**config.mk**
```make
export PLATFORM = sky130hd
export DESIGN_NAME = hazard_ctrl
export DESIGN_NICKNAME = d
export VERILOG_FILES = /design/src/rtl/pipeline_pkg.sv /design/src/rtl/forward_sel.sv /design/src/rtl/hazard_ctrl.sv
export SDC_FILE = /design/constraint.sdc
export NUM_CORES = 1
export LEC_CHECK = 0
export BUFFER_PORTS_ARGS = -buffer_cell sky130_fd_sc_hd__buf_2
export CORE_MARGIN = 2
export CORE_UTILIZATION = 55
export DETAILED_ROUTE_END_ITERATION = 10
export PLACE_DENSITY = 0.81
export SYNTH_ARGS = -nofsm -noshare
export SYNTH_HDL_FRONTEND = slang
export SYNTH_SLANG_ARGS = --single-unit
```
**constraint.sdc**
```tcl
create_clock -name clk -period 2.5 [get_ports clk]
set_input_delay 0.5 -clock clk [delete_from_list [all_inputs] [get_ports clk]]
set_output_delay 0.5 -clock clk [all_outputs]
set_load 0.005 [all_outputs]
```
**src/rtl/pipeline_pkg.sv**
```systemverilog
// Shared pipeline types for hazard control: shadow slots,
// bubble constants and operand forwarding encodings.
package pipeline_pkg;

   typedef struct packed {
      logic       wb_en;
      logic [3:0] dest;
      logic       mem_r;
   } slot_t;

   typedef struct packed {
      slot_t      s;
      logic       use1;
      logic       use2;
      logic [3:0] src1;
      logic [3:0] src2;
   } exe_slot_t;

   localparam slot_t     SLOT_BUBBLE = '0;
   localparam exe_slot_t EXE_BUBBLE  = '0;

   localparam logic [1:0] FWD_RF  = 2'b00;
   localparam logic [1:0] FWD_MEM = 2'b01;
   localparam logic [1:0] FWD_WB  = 2'b10;

   localparam logic [15:0] STALL_MAX = 16'hFFFF;

   function automatic logic src_hit(
      input logic       use_x,
      input logic [3:0] src,
      input logic       wb_en,
      input logic [3:0] dest
   );
      return use_x & wb_en & (src == dest);
   endfunction

endpackage

```
**src/rtl/forward_sel.sv**
```systemverilog
// Operand forwarding select for one EXE source;
// a MEM-stage producer is younger and wins over WB.
module forward_sel
   import pipeline_pkg::*;
(
   input  logic       fwd_en,
   input  logic       use_x,
   input  logic [3:0] src,
   input  logic       mem_wb_en,
   input  logic [3:0] mem_dest,
   input  logic       wb_wb_en,
   input  logic [3:0] wb_dest,
   output logic [1:0] sel
);

   always_comb begin
      sel = FWD_RF;
      if (fwd_en) begin
         if (src_hit(use_x, src, mem_wb_en, mem_dest))
            sel = FWD_MEM;
         else if (src_hit(use_x, src, wb_wb_en, wb_dest))
            sel = FWD_WB;
      end
   end

endmodule

```
**src/rtl/hazard_ctrl.sv**
```systemverilog
// Pipeline hazard controller: stall/flush generation,
// forwarding selects and a saturating stall counter.
module hazard_ctrl
   import pipeline_pkg::*;
(
   input  logic        clk,
   input  logic        rst,
   input  logic        fwd_en,
   input  logic [3:0]  id_src1,
   input  logic [3:0]  id_src2,
   input  logic        id_use_src1,
   input  logic        id_use_src2,
   input  logic        id_wb_en,
   input  logic [3:0]  id_dest,
   input  logic        id_mem_r_en,
   input  logic        branch_taken,
   input  logic        stat_clr,
   output logic        freeze,
   output logic        if_flush,
   output logic        id_flush,
   output logic [1:0]  fwd_sel1,
   output logic [1:0]  fwd_sel2,
   output logic [15:0] stall_count
);

   exe_slot_t   exe_q, exe_d;
   slot_t       mem_q, mem_d;
   slot_t       wb_q, wb_d;
   logic [15:0] stall_cnt_q, stall_cnt_d;

   logic exe_hit, mem_hit, hazard;

   always_comb begin
      exe_hit = src_hit(id_use_src1, id_src1, exe_q.s.wb_en, exe_q.s.dest)
              | src_hit(id_use_src2, id_src2, exe_q.s.wb_en, exe_q.s.dest);
      mem_hit = src_hit(id_use_src1, id_src1, mem_q.wb_en, mem_q.dest)
              | src_hit(id_use_src2, id_src2, mem_q.wb_en, mem_q.dest);
      // With forwarding only a load in EXE cannot be bypassed in time
      hazard = fwd_en ? (exe_hit & exe_q.s.mem_r) : (exe_hit | mem_hit);

      freeze   = hazard & ~branch_taken;
      if_flush = branch_taken;
      id_flush = hazard | branch_taken;

      exe_d = EXE_BUBBLE;
      if (!id_flush) begin
         exe_d.s.wb_en = id_wb_en;
         exe_d.s.dest  = id_dest;
         exe_d.s.mem_r = id_mem_r_en;
         exe_d.use1    = id_use_src1;
         exe_d.use2    = id_use_src2;
         exe_d.src1    = id_src1;
         exe_d.src2    = id_src2;
      end
      mem_d = exe_q.s;
      wb_d  = mem_q;

      stall_cnt_d = stall_cnt_q;
      if (stat_clr)
         stall_cnt_d = '0;
      else if (freeze && stall_cnt_q != STALL_MAX)
         stall_cnt_d = stall_cnt_q + 16'd1;
   end

   always_ff @(posedge clk or negedge rst) begin
      if (!rst) begin
         exe_q       <= EXE_BUBBLE;
         mem_q       <= SLOT_BUBBLE;
         wb_q        <= SLOT_BUBBLE;
         stall_cnt_q <= '0;
      end else begin
         exe_q       <= exe_d;
         mem_q       <= mem_d;
         wb_q        <= wb_d;
         stall_cnt_q <= stall_cnt_d;
      end
   end

   assign stall_count = stall_cnt_q;

   forward_sel u_fwd1 (
      .fwd_en    (fwd_en),
      .use_x     (exe_q.use1),
      .src       (exe_q.src1),
      .mem_wb_en (mem_q.wb_en),
      .mem_dest  (mem_q.dest),
      .wb_wb_en  (wb_q.wb_en),
      .wb_dest   (wb_q.dest),
      .sel       (fwd_sel1)
   );

   forward_sel u_fwd2 (
      .fwd_en    (fwd_en),
      .use_x     (exe_q.use2),
      .src       (exe_q.src2),
      .mem_wb_en (mem_q.wb_en),
      .mem_dest  (mem_q.dest),
      .wb_wb_en  (wb_q.wb_en),
      .wb_dest   (wb_q.dest),
      .sel       (fwd_sel2)
   );

endmodule

```
==> impl_metrics.env, run 1 <==
export IMPL_status="complete, no violations"
export IMPL_yosysWarnings=0
export IMPL_maxCapViolations=0
export IMPL_vias=1726
export IMPL_synth_seq_area_share_pct=47.0
export IMPL_critical_path_class="reg2out"
export IMPL_path_delay_family="simple AND/OR/NAND/NOR gates"
export IMPL_finalHoldViolCount=0
export IMPL_diodes=0
export IMPL_io_buffers=43
export IMPL_htreeDepth=2
export IMPL_ir_worst_vdd_v=0.000293
export IMPL_grt_use_total_pct=21.9
export IMPL_synth_top_area_share_pct=47.0
export IMPL_grt_max_degree=43
export IMPL_internal_power_uw=961
export IMPL_vias_per_cell=5.62
export IMPL_leakagePower_nw=1.17
export IMPL_hpwl_um=3320
export IMPL_nets=278
export IMPL_gp_congestion=0.882
export IMPL_grt_pass1_wl_um=7470
export IMPL_root_buffer="clkbuf_8"
export IMPL_antenna_found_initial=0
export IMPL_clock_fmax_mhz=408
export IMPL_combPwrFrac_pct=11.0
export IMPL_layout_drive_gt1_share_pct=28.8
export IMPL_power_switching_share_pct=25.7
export IMPL_wl_per_cell_um=14.9
export IMPL_wl_um=4560
export IMPL_die_area_um2=4590
export IMPL_ant_nets=0
export IMPL_grt_pass1_vias=1643
export IMPL_crit_fanout=21
export IMPL_synth_area_leaders="dfrtp_1 (47%), xnor2_1 (5.1%), xor2_1 (5.1%), and2_1 (4.8%), mux2_4 (3.4%)"
export IMPL_cpPeakStageDelay_ns=0.48
export IMPL_power_switching_uw=332
export IMPL_cp_end_kind="primary output"
export IMPL_fin_crit_ns=2.45
export IMPL_num_fill_cells=297
export IMPL_insertion_delay_ns=0.29
export IMPL_r2r_cells=6
export IMPL_cpMaxStageDelayCell="dfrtp_1"
export IMPL_r2r_slack_ns=0.28
export IMPL_ys_ff_latch=42
export IMPL_cts_buffers=5
export IMPL_synth_edff_count=0
export IMPL_final_common_cell="buf_2"
export IMPL_syn_to_final_growth_pct=16.6
export IMPL_slew_viol_final=0
export IMPL_power_density_nw_per_um2=496
export IMPL_clock_sinks=42
export IMPL_num_io_pins=44
export IMPL_worst_slew_pin_slew_ns=0.894
export IMPL_rows=23
export IMPL_async_flop_share_pct=100
export IMPL_synth_cell_type_count=41
export IMPL_synthCells=208
export IMPL_drtPass1Iterations=4
export IMPL_rsz0062_at_grt="true"
export IMPL_start_util_pct=56.7
export IMPL_setup_violations=0
export IMPL_hold_path_class="in2async"
export IMPL_cts_tree="done"
export IMPL_clkPwrFrac_pct=32.7
export IMPL_cp_num_buf_inv=2
export IMPL_relSlewSlack_pct=40.4
export IMPL_synth_top_cell_by_area="dfrtp_1"
export IMPL_start_kind="flip-flop"
export IMPL_drt_iter0_drc=60
export IMPL_fp_dieW_um=67.8
export IMPL_final_cell_mix="buf_2 (43), dfrtp_1 (42), and2_1 (17)"
export IMPL_syn_nets=230
export IMPL_core_um2=3940
export IMPL_fin_util_pct=66.1
export IMPL_grt_overflow=0
export IMPL_path_clk_slew_ns=0.08
export IMPL_crit_chain="xor2_1 > nor4_2 > nor4_4 > buf_12 > nor3_1 > buf_2"
export IMPL_hold_buffers=0
export IMPL_finClkSkew_ns=0.00725
export IMPL_clock_path_buffers=2
export IMPL_reg2reg_from="mem_q[2]"
export IMPL_multi_input_area_um2=1110
export IMPL_ys_flop_type="dfrtp_1"
export IMPL_synth_area_um2=2240
export IMPL_die_y_um=67.8
export IMPL_crit_required_ns=2.00
export IMPL_dp_cells=298
export IMPL_crit_arrival_ns=1.95
export IMPL_regArea_um2=1050
export IMPL_syn_mean_instance_area_um2=10.7
export IMPL_instances_no_fill=307
export IMPL_final_period_utilization_pct=98.0
export IMPL_drc=0
export IMPL_p_seq_share_pct=56.2
export IMPL_r2r_end="stall_count[4]"
## worst reg2reg max path: cells and delay by family (launching register included)
kind          cells  cell delay, ns
flops             1            0.48
buf+inv           1            0.19
mux               1            0.37
xor+xnor          1            0.21
simple gates      3            0.87
## flip-flops by register name, indices dropped and copies added (netlist names)
| name | cells |
|---|---|
| exe_q | 16 |
| wb_q | 5 |
| stall_count | 16 |
| mem_q | 5 |
## Yosys cell counts (2+ instances only)
cell type	instances
dfrtp_1	42
and2_1	17
xnor2_1	13
xor2_1	13
nand3_1	12
a21oi_1	10
nor2_1	10
nor2b_1	9
nand2_1	8
inv_1	7
o31ai_1	7
or4_1	7
nand4_1	6
mux2_4	5
buf_6	3
nor3_1	3
nor4_2	3
o21ai_1	3
nor3_2	2
nor3b_2	2
nor4_1	2
nor4_4	2
o211ai_1	2
o22ai_1	2
or3_1	2
## worst max path at each step
stage / slack (ns) / depth (start not counted) / start / endpoint
finish: 0.05 / 6 / mem_q[2] / freeze
global route: -0.03 / 6 / mem_q[2] / freeze
CTS: 0.04 / 6 / mem_q[2] / freeze
detailed placement: -0.08 / 8 / id_src1[0] / id_flush
global placement: -0.01 / 8 / id_src1[0] / id_flush
floorplan: 0.29 / 7 / id_src1[0] / freeze
## cell families (layout without fill, tap and decap cells)
logic type               Yosys count  in the layout  share of synthesized area, %
flip-flops                        42             42                          47.0
buffers and inverters             15             64                          4.14
XOR/XNOR                          26             26                          10.2
adder cells (fa/ha/maj)            1              1                         0.560
multiplexers                       6              6                          3.86
AND/OR/NAND/NOR                   90             90                          26.1
AO/OA/AOI/OAI                     28             28                          8.11
## area by class of cell
class | instances | share of cell area, %
multi-input cells | 151 | 42.5
clock buffers | 6 | 2.78
well taps | 50 | 2.40
flip-flops and latches | 42 | 40.3
repair buffers | 49 | 10.5
inverters | 7 | 1.01
clock inverters | 2 | 0.528
## through the flow
stage          cell area [um2]  hold slack, ns  setup WS [ns]  power, mW  setup TNS, ns
2_1_floorplan             2240           0.204          0.290      0.819              0
4_1_cts                   2600           0.350         0.0402       1.30              0
5_1_grt                   2610           0.405        -0.0324       1.34        -0.0324
6_report                  2610           0.327         0.0507       1.29              0
3_3_place_gp              2500           0.413        -0.0147      0.874        -0.0147
3_5_place_dp              2500           0.411        -0.0751      0.880         -0.127
## timing repair
action                                  in CTS  in global routing
endpoints found under the setup margin       2                  2
pin swaps                                    1                  1
buffers inserted                             1                  0
gates resized for setup                      1                  1
## power groups by stage
| stage | logic, mW | registers, mW | clock network [mW] |
|---|---|---|---|
| after floorplan | 0.0857 | 0.733 | 0 |
| after global placement | 0.135 | 0.739 | 0 |
| after detailed placement | 0.139 | 0.741 | 0 |
| after CTS | 0.141 | 0.727 | 0.430 |
| after global routing | 0.158 | 0.731 | 0.451 |
| final | 0.143 | 0.727 | 0.423 |
## per-layer routing
layer,share of wire (%),global-route usage (%)
met3,4.2,4.00
met1,45,28.7
met4,1.1,8.67
met2,50,35.9
met5,0,0
No activity file was read; power rests on OpenSTA's default activity.
==> run 2: changes to the inputs <==
==> constraint.sdc (replaced) <==
create_clock -name clk -period 2.3 [get_ports clk]
set_input_delay 0.46 -clock clk [delete_from_list [all_inputs] [get_ports clk]]
set_output_delay 0.46 -clock clk [all_outputs]
set_load 0.02 [all_outputs]
==> impl_metrics.env, run 2 (synthesized netlist as in run 1, its figures left out) <==
export IMPL_root_buffer="clkbuf_8"
export IMPL_maxCapViolations=0
export IMPL_die_y_um=67.8
export IMPL_start_util_pct=56.7
export IMPL_wl_um=5180
export IMPL_slew_viol_final=0
export IMPL_setup_violations=2
export IMPL_antenna_found_initial=0
export IMPL_critical_path_class="reg2out"
export IMPL_drc=0
export IMPL_diodes=0
export IMPL_crit_required_ns=1.84
export IMPL_num_io_pins=44
export IMPL_htreeDepth=2
export IMPL_fp_dieW_um=67.8
export IMPL_final_cell_mix="dfrtp_1 (40), buf_2 (40), and2_1 (17)"
export IMPL_cp_end_kind="primary output"
export IMPL_insertion_delay_ns=0.30
export IMPL_fin_hold_ws_ns=0.0644
export IMPL_grt_pass1_vias=1638
export IMPL_violations="setup timing"
export IMPL_finClkSkew_ns=0.00583
export IMPL_wl_per_cell_um=16.4
export IMPL_dpl_instance_area_um2=2520
export IMPL_rows=23
export IMPL_grt_use_total_pct=23.3
export IMPL_clock_fmax_mhz=418
export IMPL_drtPass1Iterations=4
export IMPL_vias=1775
export IMPL_syn_to_final_growth_pct=26.6
export IMPL_ant_nets=0
export IMPL_fin_crit_ns=2.39
export IMPL_cts_tree="done"
export IMPL_grt_max_degree=27
export IMPL_final_area_um2=2830
export IMPL_relSlewSlack_pct=71.6
export IMPL_worst_slew_pin_slew_ns=0.426
export IMPL_grt_overflow=0
export IMPL_hpwl_um=3400
export IMPL_core_um2=3940
export IMPL_place_worst_setup_slack_ns=-0.0487
export IMPL_crit_arrival_ns=1.93
export IMPL_drt_iter0_drc=75
export IMPL_ir_worst_vdd_v=0.000540
export IMPL_leakagePower_nw=1.25
export IMPL_grt_pass1_wl_um=7710
export IMPL_cts_buffers=5
export IMPL_crit_fanout=3
export IMPL_power_density_nw_per_um2=551
export IMPL_vias_per_cell=5.62
export IMPL_layout_drive_gt1_share_pct=39.5
export IMPL_path_clk_slew_ns=0.08
export IMPL_fin_tns_setup_ns=-0.109
export IMPL_io_buffers=43
export IMPL_finalHoldViolCount=0
export IMPL_status="complete, but fails checks"
export IMPL_hold_path_class="in2async"
export IMPL_hold_buffers=0
export IMPL_gp_congestion=0.923
export IMPL_start_kind="flip-flop"
export IMPL_worst_slack_ns=-0.0946
export IMPL_clock_path_buffers=2
export IMPL_clock_sinks=42
export IMPL_rsz0062_at_grt="true"
export IMPL_nets=287
export IMPL_die_area_um2=4590
export IMPL_r2r_cells=9
export IMPL_final_period_utilization_pct=104
## run 2: final cells by class
class | count | area [um2]
Multi-Input combinational cell | 151 | 1220
Fill cell | 266 | 1110
Sequential cell | 42 | 1050
Timing Repair Buffer | 58 | 362
Clock buffer | 6 | 72.6
Tap cell | 50 | 62.6
Clock inverter | 2 | 37.5
Inverter | 7 | 26.3
## run 2: repair_timing
| item | CTS | global route |
|---|---|---|
| hold endpoints to repair | 0 | 0 |
| setup buffers | 4 | 2 |
| setup endpoints to repair | 3 | 13 |
| resized for setup | 11 | 25 |
| pin swaps | 7 | 9 |
## run 2: path summary, 6_finish.rpt
| kind | slack, ns | end | start |
|---|---|---|---|
| hold / removal | 0.06 | stall_count[13] | rst |
| hold reg to reg | 0.43 | mem_q[3] | exe_q[13] |
| setup / recovery | -0.09 | freeze | mem_q[3] |
| max in group asynchronous | 1.58 | wb_q[1] | rst |
| setup reg to reg | 0 | stall_count[10] | mem_q[3] |
| min in group clk | 0.35 | exe_q[12] | id_dest[1] |
## run 2: power breakdown
group	total, mW	switching (mW)	internal [mW]	leakage (nW)
combinational	0.190	0.108	0.0822	0.637
sequential	0.790	0.0267	0.764	0.557
clock	0.578	0.255	0.324	0.0514
## run 2: critical path: stages (launching register included)
cell and delay [ns]:
dfrtp_2 0.45, xnor2_2 0.18, nand3_2 0.11, nor4_4 0.31, nor4_4 0.09, buf_4 0.17, nor3_2 0.16, buf_4 0.16
## run 2: layer usage
layer / part of all wire (%) / up-vias / GRT usage, %
li1: - / 840 / -
met1: 43 / 877 / 29.8
met2: 50 / 49 / 36.0
met3: 4.4 / 9 / 7.17
met4: 2.2 / 0 / 11.0
met5: 0 / - / 0
## run 2: stage by stage
stage,power (mW),std cells,util [%]
6_report,1.56,316,71.8
5_1_grt,1.63,316,71.8
4_1_cts,1.54,314,68.6
3_5_place_dp,0.961,302,63.9
3_3_place_gp,0.955,302,63.9
2_1_floorplan,0.894,208,-
